[src/rtl/sstv_tx.sv]
// SSTV frame transmitter: leader/break/VIS header followed by a 2-bpp image, one frequency word per clock.
// Optional per-line sync tone enabled by defining SSTV_TX_HSYNC_EN.
module sstv_tx #(
    parameter int T_LEADER = 30000,
    parameter int T_BREAK  = 1000,
    parameter int T_BIT    = 3000,
    parameter int T_PIXEL  = 35,
    parameter int T_HSYNC  = 50,
    parameter int H_PIXELS = 160,
    parameter int V_LINES  = 120
) (
    input  logic        clk,
    input  logic        reset,
    input  logic        start,
    input  logic [6:0]  vis_code,
    output logic [14:0] vid_addr,
    input  logic [1:0]  vid_pixel,
    output logic [11:0] freq,
    output logic        busy,
    output logic        done
);

    typedef enum logic [3:0] {
        S_IDLE, S_LEAD1, S_BREAK, S_LEAD2, S_VSTART, S_VBITS,
        S_VSTOP, S_HSYNC, S_PIXEL, S_FIN
    } state_t;

    localparam logic [11:0] F_LEAD = 12'd1900;
    localparam logic [11:0] F_SYNC = 12'd1200;
    localparam logic [14:0] PIX_LAST = 15'(H_PIXELS * V_LINES - 1);

    state_t      state;
    logic [15:0] cnt;
    logic [15:0] last_cnt;
    logic        at_end;
    logic [7:0]  vis_reg;
    logic [2:0]  bit_idx;
    logic [14:0] pix_idx;
    logic [14:0] pix_next;
`ifdef SSTV_TX_HSYNC_EN
    logic [14:0] col;
`endif

    function automatic logic [11:0] pixel_tone(input logic [1:0] p);
        case (p)
            2'd0:    return 12'd1500;
            2'd1:    return 12'd1767;
            2'd2:    return 12'd2033;
            default: return 12'd2300;
        endcase
    endfunction

    function automatic logic [11:0] vis_tone(input logic b);
        return b ? 12'd1100 : 12'd1300;
    endfunction

    // Address one pixel ahead of x, pinned at the final pixel so it never wraps.
    function automatic logic [14:0] prefetch(input logic [14:0] x);
        return (x >= PIX_LAST) ? PIX_LAST : x + 15'd1;
    endfunction

    always_comb begin
        last_cnt = '0;
        case (state)
            S_LEAD1, S_LEAD2:          last_cnt = 16'(T_LEADER - 1);
            S_BREAK:                   last_cnt = 16'(T_BREAK - 1);
            S_VSTART, S_VBITS, S_VSTOP: last_cnt = 16'(T_BIT - 1);
            S_HSYNC:                   last_cnt = 16'(T_HSYNC - 1);
            S_PIXEL:                   last_cnt = 16'(T_PIXEL - 1);
            default:                   last_cnt = '0;
        endcase
    end

    assign at_end   = (cnt == last_cnt);
    assign pix_next = pix_idx + 15'd1;

    always_ff @(posedge clk or posedge reset) begin
        if (reset) begin
            state    <= S_IDLE;
            cnt      <= '0;
            vis_reg  <= '0;
            bit_idx  <= '0;
            pix_idx  <= '0;
            vid_addr <= '0;
            freq     <= '0;
            busy     <= 1'b0;
            done     <= 1'b0;
`ifdef SSTV_TX_HSYNC_EN
            col      <= '0;
`endif
        end else begin
            done <= 1'b0;
            if (state != S_IDLE && state != S_FIN)
                cnt <= at_end ? '0 : cnt + 16'd1;
            case (state)
                S_IDLE: begin
                    if (start) begin
                        state    <= S_LEAD1;
                        freq     <= F_LEAD;
                        busy     <= 1'b1;
                        vis_reg  <= {^vis_code, vis_code};
                        bit_idx  <= '0;
                        pix_idx  <= '0;
                        vid_addr <= '0;
                        cnt      <= '0;
                    end
                end
                S_LEAD1: if (at_end) begin
                    state <= S_BREAK;
                    freq  <= F_SYNC;
                end
                S_BREAK: if (at_end) begin
                    state <= S_LEAD2;
                    freq  <= F_LEAD;
                end
                S_LEAD2: if (at_end) begin
                    state <= S_VSTART;
                    freq  <= F_SYNC;
                end
                S_VSTART: if (at_end) begin
                    state <= S_VBITS;
                    freq  <= vis_tone(vis_reg[0]);
                end
                S_VBITS: if (at_end) begin
                    if (bit_idx == 3'd7) begin
                        state <= S_VSTOP;
                        freq  <= F_SYNC;
                    end else begin
                        bit_idx <= bit_idx + 3'd1;
                        vis_reg <= vis_reg >> 1;
                        freq    <= vis_tone(vis_reg[1]);
                    end
                end
                S_VSTOP: if (at_end) begin
`ifdef SSTV_TX_HSYNC_EN
                    state <= S_HSYNC;
                    freq  <= F_SYNC;
                    col   <= '0;
`else
                    state    <= S_PIXEL;
                    freq     <= pixel_tone(vid_pixel);
                    vid_addr <= prefetch(pix_idx);
`endif
                end
                S_HSYNC: if (at_end) begin
                    // vid_addr already points at the line's first pixel; its data is ready now.
                    state    <= S_PIXEL;
                    freq     <= pixel_tone(vid_pixel);
                    vid_addr <= prefetch(pix_idx);
                end
                S_PIXEL: if (at_end) begin
                    if (pix_idx == PIX_LAST) begin
                        state <= S_FIN;
                        freq  <= '0;
                        busy  <= 1'b0;
                        done  <= 1'b1;
                    end else begin
                        pix_idx <= pix_next;
`ifdef SSTV_TX_HSYNC_EN
                        if (col == 15'(H_PIXELS - 1)) begin
                            state <= S_HSYNC;
                            freq  <= F_SYNC;
                            col   <= '0;
                        end else begin
                            col      <= col + 15'd1;
                            freq     <= pixel_tone(vid_pixel);
                            vid_addr <= prefetch(pix_next);
                        end
`else
                        freq     <= pixel_tone(vid_pixel);
                        vid_addr <= prefetch(pix_next);
`endif
                    end
                end
                S_FIN: begin
                    state <= S_IDLE;
                    freq  <= '0;
                end
                default: state <= S_IDLE;
            endcase
        end
    end

endmodule

[config.mk]
export PLATFORM = sky130hd
export DESIGN_NAME = sstv_tx
export DESIGN_NICKNAME = d
export VERILOG_FILES = /design/src/rtl/sstv_tx.sv
export SDC_FILE = /design/constraint.sdc
export NUM_CORES = 1
export LEC_CHECK = 0
export CORE_ASPECT_RATIO = 0.5
export CORE_MARGIN = 2
export CORE_UTILIZATION = 40
export DETAILED_ROUTE_END_ITERATION = 12
export GPL_TIMING_DRIVEN = 0
export PLACE_DENSITY_LB_ADDON = 0.3
export SLEW_MARGIN = 15
export SYNTH_ARGS = -nofsm -noshare
export SYNTH_HDL_FRONTEND = slang
export SYNTH_SLANG_ARGS = --single-unit
[constraint.sdc]
create_clock -name clk -period 3.8 [get_ports clk]
set_clock_uncertainty 0.15 [all_clocks]
set_input_delay 0.76 -clock clk [delete_from_list [all_inputs] [get_ports clk]]
set_output_delay 0.76 -clock clk [all_outputs]
set_load 0.005 [all_outputs]
==> impl_metrics.csv, run 1 <==
group,metric,value,unit
status,outcome,"finished, final reports clean",
critical_path,critPathCaptureType,"flip-flop",
clock_tree,cts_max_level,3,
cells_and_area,n_antenna_cell,0,
critical_path,r2r_end,"pix_idx[2]",
critical_path,crit_family,"simple AND/OR/NAND/NOR gates",
critical_path,rr_worst_depth,9,
sta,hold_viol,0,
grt,grt_max_degree,53,
synthesis,ys_ff_latch,75,
route,avgRoutedWirePerCell,16.5,um
route,vias_per_cell,5.74,
pwr,powerDensity,292,mW/mm2
route,drtIter0Drc,354,
cells_and_area,syn2layout_area_growth,19.0,%
critical_path,slowest_delay,730,ps
sta,setup_tns,0,ps
clock_tree,cts-root-buf,"clkbuf_16",
cells_and_area,reg_top3,"cnt x16, pix_idx x15, vid_addr x15",
clock_tree,tritoncts,"built",
sta,max_freq,285,MHz
cells_and_area,drive_gt1_frac,0.0752,
synthesis,synth_cell_type_count,73,
place,gp_congestion,0.921,
clock_tree,cts_sinks,75,
critical_path,path_class,"reg2reg",
worst_hold_path,hold_depth,1,
critical_path,worstPathCellList,"buf_2 -> nor3_1 -> nand3_1 -> a221oi_4 -> nand4_2 -> o21ai_1 -> buf_2 -> o21ai_0 -> a21o_1",
clock_tree,cts.path.max_buffers,2,
sta,rsz0062_at_grt,"no",
critical_path,crit_slowest_cell,"nor3_1",
die,start_util,0.409,
synthesis,synth_edf_count,0,
critical_path,reg2reg_slack,290,ps
cells_and_area,layout.cells.non_filler,835,
synthesis,synth_fp_nets,632,
route,routed-via-count,4791,
die,die_x,165,um
cells_and_area,fin_nets,684,
sta,fin_ws,294,ps
job,cap_viol_max_count,0,
critical_path,cp.required,3880,ps
sta,setup_violations,0,
sta,tightest_slew,882,ps
die,die_area,0.0139,mm2
route,drc_errors,0,
sta,maxSlewViolCount,0,
synthesis,yosysSeqAreaShare,0.362,
synthesis,netlist_area,0.00518,mm2
critical_path,start_kind,"flip-flop",
place,post-place-ws,230,ps
grt,grt_pass1_wl,23500,um
die,rows,29,
synthesis,async_flop_share,1.00,
grt,grt_pass1_vias,4713,
route,totalWireLength,13800,um
cells_and_area,regMostFlops,"cnt",
route,antenna_left,0,
place,io_buffers,40,
cells_and_area,finish.utilization,0.487,
critical_path,path_max_fanout,10,
critical_path,rr_startpoint,"state[3]",
sta,layout_worst_path_cycle_share,0.923,
worst_hold_path,worst_hold_path.endpoint,"freq[2]",
critical_path,path_common_cell,"buf_2",
route,dr.pass1.iters,5,
die,die_h,84.5,um
synthesis,syn_inst,608,
clock_tree,clk_pin_slew,60,ps
clock_tree,cts.hold.buffers_added,0,
pwr,peakVddDrop,0.000172,V
sta,finalCriticalPeriod,3510,ps
synthesis,yosysWarnings,0,
sta,max_slew_margin,0.407,
cells_and_area,largest_reg_flops,16,
clock_tree,clk_latency,340,ps
grt,grt_usage,0.211,
worst_hold_path,hp-class,"reg2reg",
synthesis,syn_avg_cell_area,8.52,um2
critical_path,arrival,3590,ps
critical_path,critPathBufInv,2,
place,dp.cells,819,
die,fp.coreArea,0.0127,mm2
place,place_hpwl,10200,um
die,io_pins,41,
pwr,p_leak,2.51,nW
synthesis,synthFlopType,"dfrtp_1",
clock_tree,cts_made_buffers,9,
worst_hold_path,min_from,"freq[2]",
grt,grt_overflow,0,
grt,antenna_found_initial,0,
==> what timing repair did <==
action / in CTS / in global routing
setup endpoints to repair: 0 / 18
endpoints found under the hold margin: 0 / 0
resized for setup: 0 / 3
buffers inserted: 0 / 0
==> worst register-to-register path, stage by stage (launching register included) <==
cell	delay [ps]
dfrtp_1	410
buf_2	190
nor3_1	730
nand3_1	250
a221oi_4	350
nand4_2	240
o21ai_1	420
buf_2	330
o21ai_0	130
a21o_1	190
==> cell families after synthesis <==
family | count (synthesis) | share of synthesized area
and+or+nand+nor | 238 | 0.233
AOI/OAI and AO/OA | 152 | 0.198
DFF | 75 | 0.362
buffers and inverters | 63 | 0.0524
xor gates and xnor gates | 41 | 0.0693
muxes | 26 | 0.0546
adders and majority gates | 13 | 0.0309
==> cell usage after synthesis, types with 8 or more instances <==
cell type | count | area, um2
nand4_1 | 10 | 62.6
ha_1 | 12 | 150
o21ai_0 | 39 | 195
a31oi_1 | 12 | 75.1
nor3_1 | 31 | 155
dfrtp_1 | 75 | 1880
inv_1 | 20 | 75.1
a21oi_1 | 24 | 120
nor2_1 | 49 | 184
nand3_1 | 23 | 115
xor2_1 | 9 | 78.8
o22ai_1 | 8 | 50.1
nand2_1 | 64 | 240
mux2_1 | 12 | 135
mux2i_1 | 8 | 80.1
clkbuf_1 | 32 | 120
xnor2_1 | 32 | 280
==> per-stage QoR <==
stage          total power [mW]  instance area, um2  hold WS (ps)
6_report                   1.80                6170           341
5_1_grt                    1.86                6170           367
4_1_cts                    1.82                6150           344
3_5_place_dp              0.870                5830           328
3_3_place_gp              0.865                5800           322
2_1_floorplan             0.842                5180           314
==> routing by layer <==
metal,routed length (um),vias up,global-route usage
met5,0,-,0
met4,227,0,0.0648
met3,692,21,0.0425
met2,6250,156,0.337
met1,6590,2317,0.289
li1,-,2297,-
==> final cells by class <==
cell class | instances | area (um2)
fillers | 1188 | 6500
multi-input cells | 470 | 3050
flip-flops and latches | 75 | 1880
repair buffers | 41 | 428
clock buffers | 10 | 239
well taps | 170 | 213
plain buffers | 42 | 194
clock inverters | 6 | 87.6
inverters | 21 | 81.3
==> layout by cell type (no fill, tap or decap), types with 12 or more instances in the layout <==
cell             instances
a21oi_1                 24
xnor2_1                 32
dfrtp_1                 75
ha_1                    12
clkdlybuf4s50_1         40
nand2_1                 64
inv_1                   19
mux2_1                  12
o21ai_0                 39
nor3_1                  31
nor2_1                  49
a31oi_1                 12
clkbuf_1                31
nand3_1                 23
==> how the worst max path moves through the flow <==
stage,cells past startpoint,endpoint,slack [ps],start
finish,9,pix_idx[2],290,state[3]
global route,10,vid_addr[7],140,state[3]
global placement,2,vid_addr[1],-330,reset
detailed placement,9,vid_addr[8],230,pix_idx[0]
floorplan,9,vid_addr[8],730,pix_idx[0]
CTS,9,vid_addr[8],220,pix_idx[0]
==> power by group <==
part           total (mW)  leakage (nW)  switching [mW]  internal, mW
clock network       0.947         0.163           0.353         0.594
registers           0.798         0.923               0         0.798
logic              0.0545          1.42          0.0309        0.0236
Note: power is estimated with default switching activity, not from simulation.
==> inputs of run 2 (changes only) <==
- CORE_MARGIN: 2 -> unset
==> run 2 against run 1 <==
Effect of this change: critical endpoint is now vid_addr[8]; worst hold slack lost 1.6 ps; clock-buffer cell count shrank 1; first-iteration DRC count grew 2.5%; largest power group unchanged.
==> impl_metrics.csv, run 2 (synthesis gave the netlist of run 1 again) <==
group,metric,value,unit
route,antenna_left,0,
sta,max_slew_margin,0.207,
clock_tree,cts_sinks,75,
cells_and_area,finish.utilization,0.500,
clock_tree,cts-root-buf,"clkbuf_16",
grt,grt_max_degree,51,
place,place_hpwl,10200,um
critical_path,rr_worst_depth,9,
route,drc_errors,0,
critical_path,crit_cells,9,
pwr,p_total,1.69,mW
critical_path,critPathCaptureType,"flip-flop",
route,avgRoutedWirePerCell,16.6,um
cells_and_area,reg_top3,"cnt x16, pix_idx x15, vid_addr x15",
route,routed-via-count,4746,
clock_tree,clk_pin_slew,60,ps
die,die_area,0.0134,mm2
clock_tree,cts_max_level,3,
job,cap_viol_max_count,0,
critical_path,path_class,"reg2reg",
pwr,peakVddDrop,0.000205,V
pwr,power.share.switching,0.245,
clock_tree,cts_made_buffers,9,
cells_and_area,n_antenna_cell,0,
route,vias_per_cell,5.72,
cells_and_area,n_fill_cell,1142,
place,gp_congestion,0.927,
clock_tree,clk_latency,350,ps
place,io_buffers,40,
cells_and_area,syn2layout_area_growth,18.0,%
clock_tree,post_cts_buffers,0,
pwr,p_leak,2.48,nW
sta,finalCriticalPeriod,3490,ps
route,drtIter0Drc,363,
cells_and_area,layout_common_cells,"75 x dfrtp_1, 64 x nand2_1, 49 x nor2_1, 40 x clkdlybuf4s50_1, 39 x o21ai_0",
cells_and_area,largest_reg_flops,16,
cells_and_area,layout_commonest_cell,"dfrtp_1",
route,totalWireLength,13800,um
critical_path,rr_startpoint,"pix_idx[0]",
die,die_x,163,um
critical_path,path_max_fanout,10,
route,dr.pass1.iters,6,
critical_path,critPathBufInv,3,
grt,grt_pass1_wl,23300,um
critical_path,r2r_end,"vid_addr[8]",
status,outcome,"finished, final reports clean",
grt,grt_usage,0.223,
place,post-place-ws,211,ps
cells_and_area,seqCellArea,0.00188,mm2
pwr,p_comb_frac,0.032,
grt,antenna_found_initial,0,
die,io_pins,41,
die,rows,28,
pwr,clockPowerShare,0.495,
cells_and_area,drive_gt1_frac,0.0737,
place,dp.cells,814,
clock_tree,tritoncts,"built",
die,die_h,82.5,um
sta,fin_ws,309,ps
sta,hold_viol,0,
critical_path,arrival,3570,ps
sta,setup_tns,0,ps
cells_and_area,layout.cells.non_filler,830,
cells_and_area,regMostFlops,"cnt",
sta,rsz0062_at_grt,"no",
cells_and_area,final_area,0.00611,mm2
cells_and_area,fin_nets,684,
critical_path,crit_slowest_cell,"or4_1",
pwr,p_int,1.27,mW
grt,grt_pass1_vias,4625,
pwr,seqPwrFrac,0.473,
critical_path,worstSetupStartpoint,"pix_idx[0]",
place,dpl-instance-area,0.00582,mm2
sta,max_freq,286,MHz
critical_path,crit_end,"vid_addr[8]",
grt,grt_overflow,0,
critical_path,start_kind,"flip-flop",
sta,tightest_slew,1180,ps
die,start_util,0.424,
pwr,switchingPower,0.413,mW
sta,hold_ws,339,ps
pwr,powerDensity,276,mW/mm2
critical_path,crit_family,"compound AO/OA/AOI/OAI gates",
critical_path,slowest_delay,600,ps
clock_tree,cts.path.max_buffers,2,
sta,layout_worst_path_cycle_share,0.919,
worst_hold_path,hp-class,"reg2reg",
cells_and_area,multi_input_area,0.00304,mm2
critical_path,worstPathCellList,"clkbuf_1 -> clkbuf_2 -> inv_1 -> ha_1 -> or4_1 -> a211oi_1 -> o211ai_1 -> a32o_1 -> mux2_2",
sta,maxSlewViolCount,0,
sta,setup_violations,0,
critical_path,reg2reg_slack,310,ps
critical_path,cp.required,3880,ps
die,fp.coreArea,0.0122,mm2
[run 2: layer usage]
metal	track usage	wire (um)	up-vias
met4	0.0692	301	0
li1	-	-	2297
met2	0.363	6090	139
met3	0.0480	829	33
met1	0.299	6530	2277
met5	0	0	-
[run 2: timing repair]
item	4_1_cts	5_1_grt
hold endpoints to repair	0	0
hold buffers	0	0
endpoints found under the setup margin	0	28
resized for setup	0	3
[run 2: area by class of cell]
| class | count | area share |
|---|---|---|
| plain buffers | 42 | 0.0317 |
| clock buffers | 9 | 0.0368 |
| clock inverters | 7 | 0.00982 |
| inverters | 21 | 0.0133 |
| multi-input cells | 470 | 0.498 |
| flip-flops and latches | 75 | 0.307 |
| well taps | 165 | 0.0338 |
| repair buffers | 41 | 0.0700 |
[run 2: power groups by stage]
| stage | combinational (mW) | clock [mW] | sequential [mW] |
|---|---|---|---|
| 5_1_grt | 0.0625 | 0.884 | 0.798 |
| 3_5_place_dp | 0.0567 | 0 | 0.813 |
| 6_report | 0.0548 | 0.835 | 0.798 |
| 4_1_cts | 0.0569 | 0.843 | 0.798 |
| 2_1_floorplan | 0.0285 | 0 | 0.813 |
| 3_3_place_gp | 0.0515 | 0 | 0.813 |
[run 2: how the worst min path moves through the flow]
stage / cells past startpoint / end / slack, ps / from
after floorplan: 1 / vis_reg[2] / 310 / vis_reg[2]
after global placement: 1 / vis_reg[3] / 320 / vis_reg[3]
after detailed placement: 1 / freq[6] / 330 / freq[6]
after CTS: 1 / freq[0] / 340 / freq[0]
after global routing: 1 / freq[5] / 350 / freq[5]
final: 1 / freq[5] / 340 / freq[5]
